## src/rtl/mem_access_ctrl_pkg.sv

```systemverilog
// Shared definitions for the data-memory access controller:
// data width, access-type codes, FSM state encoding and the memory command payload.
package mem_access_ctrl_pkg;

    localparam int unsigned REG_LEN = 32;
    localparam int unsigned TYPE_W  = 3;
    localparam int unsigned BE_W    = 4;

    // Access-type codes (funct3 encoding used by the load/store decode)
    localparam logic [TYPE_W-1:0] LSU_SB  = 3'b000;
    localparam logic [TYPE_W-1:0] LSU_SH  = 3'b001;
    localparam logic [TYPE_W-1:0] LSU_SW  = 3'b010;
    localparam logic [TYPE_W-1:0] LSU_SBU = 3'b100;
    localparam logic [TYPE_W-1:0] LSU_SHU = 3'b101;

    typedef enum logic [1:0] {
        MAC_IDLE   = 2'd0,
        MAC_ACCESS = 2'd1,
        MAC_RESP   = 2'd2
    } mac_state_e;

    // Bus fields captured on an accepted request and held for the whole access
    typedef struct packed {
        logic               we;
        logic [REG_LEN-1:0] addr;
        logic [REG_LEN-1:0] wdata;
        logic [BE_W-1:0]    be;
    } mem_cmd_t;

endpackage

```

## src/rtl/mem_lane_align.sv

```systemverilog
// Combinational lane aligner: maps access type + low address bits + right-justified
// store data onto word byte enables and lane-replicated write data, and flags
// misaligned or unknown access types.
//   we_i        1 = store, 0 = load (loads get zero write data)
//   type_i      access-type code
//   addr_i      byte offset within the word
//   wdata_i     right-justified store data
//   be_c_o      byte enables, bit i = lane i
//   wdata_c_o   lane-replicated write data
//   illegal_c_o misaligned halfword/word or unknown type
module mem_lane_align
    import mem_access_ctrl_pkg::*;
(
    input  logic               we_i,
    input  logic [TYPE_W-1:0]  type_i,
    input  logic [1:0]         addr_i,
    input  logic [REG_LEN-1:0] wdata_i,
    output logic [BE_W-1:0]    be_c_o,
    output logic [REG_LEN-1:0] wdata_c_o,
    output logic               illegal_c_o
);

    always_comb begin
        be_c_o      = '0;
        wdata_c_o   = '0;
        illegal_c_o = 1'b0;
        case (type_i)
            LSU_SB, LSU_SBU: begin
                be_c_o    = BE_W'(4'b0001 << addr_i);
                wdata_c_o = {4{wdata_i[7:0]}};
            end
            LSU_SH, LSU_SHU: begin
                be_c_o      = addr_i[1] ? 4'b1100 : 4'b0011;
                wdata_c_o   = {2{wdata_i[15:0]}};
                illegal_c_o = addr_i[0];
            end
            LSU_SW: begin
                be_c_o      = 4'b1111;
                wdata_c_o   = wdata_i;
                illegal_c_o = (addr_i != 2'b00);
            end
            default: illegal_c_o = 1'b1;
        endcase
        // Loads keep the byte-enable pattern but never drive write data
        if (!we_i) begin
            wdata_c_o = '0;
        end
    end

endmodule

```

## src/rtl/mem_access_ctrl.sv

```systemverilog
// Data-memory access controller between load/store decode and data memory.
// Accepts one request at a time, aligns it to the word, runs a req/ack handshake
// with a bounded wait, and holds sel_type/sel_addr_old for read-data extraction.
//   clk, rst                 clock, synchronous active-high reset
//   lsu_req/we/type/addr/wdata  request from the core (sampled only when idle)
//   lsu_busy/done/err        status back to the core
//   mem_req/we/addr/wdata/be  memory request (held until mem_ack)
//   mem_ack                  memory accept/complete
//   sel_type, sel_addr_old   registered type and byte offset for select_rd
module mem_access_ctrl
    import mem_access_ctrl_pkg::*;
#(
    parameter int unsigned TIMEOUT = 16
) (
    input  logic               clk,
    input  logic               rst,
    input  logic               lsu_req,
    input  logic               lsu_we,
    input  logic [TYPE_W-1:0]  lsu_type,
    input  logic [REG_LEN-1:0] lsu_addr,
    input  logic [REG_LEN-1:0] lsu_wdata,
    output logic               lsu_busy,
    output logic               lsu_done,
    output logic               lsu_err,
    output logic               mem_req,
    output logic               mem_we,
    output logic [REG_LEN-1:0] mem_addr,
    output logic [REG_LEN-1:0] mem_wdata,
    output logic [BE_W-1:0]    mem_be,
    input  logic               mem_ack,
    output logic [TYPE_W-1:0]  sel_type,
    output logic [1:0]         sel_addr_old
);

    localparam int unsigned CNT_W   = (TIMEOUT > 2) ? $clog2(TIMEOUT) : 1;
    localparam logic [CNT_W-1:0] CNT_LAST = CNT_W'(TIMEOUT - 1);

    mac_state_e         state_q, state_d;
    logic [CNT_W-1:0]   cnt_q, cnt_d;
    mem_cmd_t           cmd_q, cmd_d;
    logic [TYPE_W-1:0]  sel_type_q, sel_type_d;
    logic [1:0]         sel_addr_q, sel_addr_d;
    logic               req_q, req_d;
    logic               busy_q, busy_d;
    logic               done_q, done_d;
    logic               err_q, err_d;

    logic [BE_W-1:0]    be_c;
    logic [REG_LEN-1:0] wdata_c;
    logic               illegal_c;

    mem_lane_align u_align (
        .we_i        (lsu_we),
        .type_i      (lsu_type),
        .addr_i      (lsu_addr[1:0]),
        .wdata_i     (lsu_wdata),
        .be_c_o      (be_c),
        .wdata_c_o   (wdata_c),
        .illegal_c_o (illegal_c)
    );

    // State and output registers
    always_ff @(posedge clk) begin
        if (rst) begin
            state_q    <= MAC_IDLE;
            cnt_q      <= '0;
            cmd_q      <= '0;
            sel_type_q <= '0;
            sel_addr_q <= '0;
            req_q      <= 1'b0;
            busy_q     <= 1'b0;
            done_q     <= 1'b0;
            err_q      <= 1'b0;
        end else begin
            state_q    <= state_d;
            cnt_q      <= cnt_d;
            cmd_q      <= cmd_d;
            sel_type_q <= sel_type_d;
            sel_addr_q <= sel_addr_d;
            req_q      <= req_d;
            busy_q     <= busy_d;
            done_q     <= done_d;
            err_q      <= err_d;
        end
    end

    // Next-state and registered-output logic
    always_comb begin
        state_d    = state_q;
        cnt_d      = cnt_q;
        cmd_d      = cmd_q;
        sel_type_d = sel_type_q;
        sel_addr_d = sel_addr_q;
        req_d      = req_q;
        done_d     = 1'b0;
        err_d      = 1'b0;

        case (state_q)
            MAC_IDLE: begin
                if (lsu_req) begin
                    if (illegal_c) begin
                        err_d = 1'b1;
                    end else begin
                        cmd_d.we    = lsu_we;
                        cmd_d.addr  = {lsu_addr[REG_LEN-1:2], 2'b00};
                        cmd_d.wdata = wdata_c;
                        cmd_d.be    = be_c;
                        sel_type_d  = lsu_type;
                        sel_addr_d  = lsu_addr[1:0];
                        req_d       = 1'b1;
                        cnt_d       = '0;
                        state_d     = MAC_ACCESS;
                    end
                end
            end
            MAC_ACCESS: begin
                // Ack wins over a timeout landing on the same cycle
                if (mem_ack) begin
                    req_d   = 1'b0;
                    done_d  = 1'b1;
                    state_d = MAC_RESP;
                end else if (cnt_q == CNT_LAST) begin
                    req_d   = 1'b0;
                    err_d   = 1'b1;
                    state_d = MAC_IDLE;
                end else begin
                    cnt_d = cnt_q + CNT_W'(1);
                end
            end
            MAC_RESP: begin
                state_d = MAC_IDLE;
            end
            default: begin
                req_d   = 1'b0;
                state_d = MAC_IDLE;
            end
        endcase

        busy_d = (state_d != MAC_IDLE);
    end

    assign lsu_busy     = busy_q;
    assign lsu_done     = done_q;
    assign lsu_err      = err_q;
    assign mem_req      = req_q;
    assign mem_we       = cmd_q.we;
    assign mem_addr     = cmd_q.addr;
    assign mem_wdata    = cmd_q.wdata;
    assign mem_be       = cmd_q.be;
    assign sel_type     = sel_type_q;
    assign sel_addr_old = sel_addr_q;

endmodule
```

## config.mk

```make
export PLATFORM = sky130hd
export DESIGN_NAME = mem_access_ctrl
export DESIGN_NICKNAME = d
export VERILOG_FILES = /design/src/rtl/mem_access_ctrl_pkg.sv /design/src/rtl/mem_lane_align.sv /design/src/rtl/mem_access_ctrl.sv
export SDC_FILE = /design/constraint.sdc
export NUM_CORES = 1
export LEC_CHECK = 0
export CORE_MARGIN = 10
export CORE_UTILIZATION = 46
export CTS_CLUSTER_SIZE = 28
export DETAILED_ROUTE_END_ITERATION = 12
export GPL_TIMING_DRIVEN = 0
export PLACE_DENSITY = 0.86
export SLEW_MARGIN = 20
export SYNTH_ARGS = -nofsm -noshare
export SYNTH_HDL_FRONTEND = slang
export SYNTH_SLANG_ARGS = --single-unit
```

## constraint.sdc

```tcl
create_clock -name clk -period 4.1 [get_ports clk]
set_input_delay 0.41 -clock clk [delete_from_list [all_inputs] [get_ports clk]]
set_output_delay 0.41 -clock clk [all_outputs]
set_load 0.01 [all_outputs]
```

==> results.cfg <==
[clock_tree]
cts_resized = 0
clock-root-buffer = clkbuf_8
max-clock-path-buffers = 2
cts_made_buffers = 9
clkSlewWorstSetupHoldPaths_ns = 0.09
worstSkewPairLatency_ns = 0.36
cts_tree = yes
cts_sinks = 82
h-tree-depth = 3
hold_buffers = 0
postCtsSetupBuffers = 0

[logic_synthesis]
synth_common_cells = nand2_1 (95), dfxtp_1 (82), a21oi_1 (60)
async_flop_share_pct = 0
netlist_instances = 414
synthTopCellsByArea = dfxtp_1 (47%), nand2_1 (10%), a21oi_1 (8.6%), nand3b_1 (6.1%), a211o_1 (3.0%)
synth_top_area_share_pct = 47.3
ys.flop_type = dfxtp_1
synth_area_leader_cell = dfxtp_1
synth_top_family_by_area = simple AND/OR/NAND/NOR gates
synth-compound-area-share_pct = 18.1
synth_warnings = 0
synth.most_common_cell = nand2_1
synth.distinct_cells = 29
synthAdderAreaFrac_pct = 0.360
synth_area_mm2 = 0.00347
synth-edff-count = 0
synth-simple-area-share_pct = 26.8
synth_area_per_cell_um2 = 8.39
yosysSeqAreaShare_pct = 47.3
ys_ff_latch = 82
synthMuxAreaShare_pct = 0.288
synth-xor-area-share_pct = 0.756

[worst_setup_path]
crit_fanout = 10
startpoint = lsu_type[2]
crit_arrival_ns = 2.25
worst_setup_path_end_kind = register
r2r-end = mem_be[1]
start_kind = input port
worstReg2RegStart = state_q[1]
path_class = input port to register
crit_required_ns = 4.34
r2r_setup_slack_ns = 2.36
worst-r2r-cell-count = 5

[pwr]
p_leak_nw = 1.99
power_mw = 1.75
peakVddDrop_mv = 0.224
powerDensity_mw_per_mm2 = 334

[hold_path]
worstHoldStart = mem_addr[22]
hold_class = register to register
min_to = mem_addr[22]
hold_depth = 2

[timing]
finalHoldViolations = 0
period_needed_ns = 2.01
tightest_slew_ns = 0.559
rsz0062_at_grt = false
setup_tns_ns = 0
maxSlewHeadroom_pct = 62.8
setup_viol_count_final = 0
fin_crit_sh_pct = 49.1
hold_ws_ns = 0.457
drv_slew = 0
fin_ws_ns = 2.09
clock.fmax_mhz = 497
skew_ns = 0.00843

[placed_design]
io_buffer_count = 144
dp_cells = 658
routabilityCongestion = 0.842
place_area_mm2 = 0.00504
pre_cts_ws_ns = 1.73
dp.final_hpwl_um = 9220

[finish]
syn_to_final_growth_pct = 50.9
fin_cells = 674
drive_gt1_share_pct = 7.65
fin_nets = 643
antennaDiodeCount = 0
final_area_mm2 = 0.00524
fillers = 574
post-route-util_pct = 71.9

[detailed_routing]
drt-met1-wl_um = 4850
drc = 0
firstDrtPassIters = 5
routed_wl_um = 11900
wl_per_cell_um = 17.6
routed.top_layer = met4
viasPerCell = 5.33
postRouteAntennaNets = 0
wl_met2_um = 5410
drtIter0Drc = 174
via_count = 3593
dr_wl_met3_um = 1430

[die]
die_area_mm2 = 0.0114
dieHeight_um = 107
initial_utilization_pct = 47.6
coreArea_mm2 = 0.00729
rows = 31
io_pins = 150
fp.dieW_um = 107

[global_routing]
grt.total_usage_pct = 19.9
grt_pass1_vias = 3619
antenna_found_initial = 0
grt_remaining_overflow = 0
grt_max_degree = 16
grt_pass1_wl_um = 18400

[run_status]
outcome = finished clean

[job]
cap_viol_max_count = 0
sequential cells by signal (all words and copies together), names as in the netlist:
name	flops
cnt_q	4
sel_type	3
state_q	2
mem_be	4
lsu_busy	1
lsu_err	1
lsu_done	1
mem_req	1
sel_addr_old	2
mem_wdata	32
mem_addr	30
mem_we	1
layer usage:
layer  up-vias  track usage (%)
li1       1733                -
met1      1661             23.0
met2       185             32.1
met3        14             8.80
met4         0             6.77
met5         -                0
how the worst max path moves through the flow:
stage | depth (start not counted) | end | slack (ns)
final | 6 | mem_be[1] | 2.09
after global routing | 6 | mem_be[1] | 1.98
after CTS | 6 | mem_be[1] | 2.10
after detailed placement | 6 | mem_be[1] | 1.73
after floorplan | 7 | mem_wdata[28] | 2.57
after global placement | 6 | mem_be[1] | 1.79
placed cells by master (no fill, tap or decap), types with 3 or more instances in the layout:
cell type	netlist	final
nor2b_1	10	10
nand4b_1	4	4
a211o_1	12	12
nand3_1	20	20
nand3b_1	28	28
xor2_1	3	3
nor3_1	10	10
buf_2	12	12
clkbuf_1	15	15
nand2b_1	5	5
o31ai_1	8	8
buf_4	7	7
a21oi_1	60	60
nand2_1	95	95
clkdlybuf4s50_1	0	144
o41ai_2	4	4
clkbuf_8	0	9
buf_6	3	3
nor2_1	11	11
a211oi_1	9	9
dfxtp_1	82	82
inv_1	5	5
critical path, stage by stage:
cell and delay (ns):
clkdlybuf4s50_1 0.60, nor4_4 0.40, o21ai_2 0.16, clkbuf_1 0.28, a211oi_1 0.33, nor3_1 0.07
where the power goes:
part           internal, mW  leakage [nW]  total (mW)  switching [mW]
clock network         0.285        0.0962       0.599           0.314
registers             0.827         0.666       0.843          0.0158
logic                 0.163          1.23       0.312           0.149
total                  1.28          1.99        1.75           0.478
cell families (layout without fill, tap and decap cells):
logic type / count (synthesis) / after routing
and+or+nand+nor: 187 / 187
AOI/OAI and AO/OA: 97 / 97
DFF: 82 / 82
buffers and inverters: 42 / 202
xor gates and xnor gates: 3 / 3
adders and majority gates: 1 / 1
other: 1 / 2
muxes: 1 / 1
area by class of cell:
type | instances | area (um^2) | area share, %
Sequential cell | 82 | 1640 | 31.3
Buffer | 37 | 203 | 3.87
Tap cell | 99 | 124 | 2.36
Timing Repair Buffer | 144 | 1440 | 27.5
Clock inverter | 7 | 76.3 | 1.46
Clock buffer | 9 | 124 | 2.36
Inverter | 5 | 18.8 | 0.358
Multi-Input combinational cell | 291 | 1610 | 30.8
Note: power is estimated with default switching activity, not from simulation.
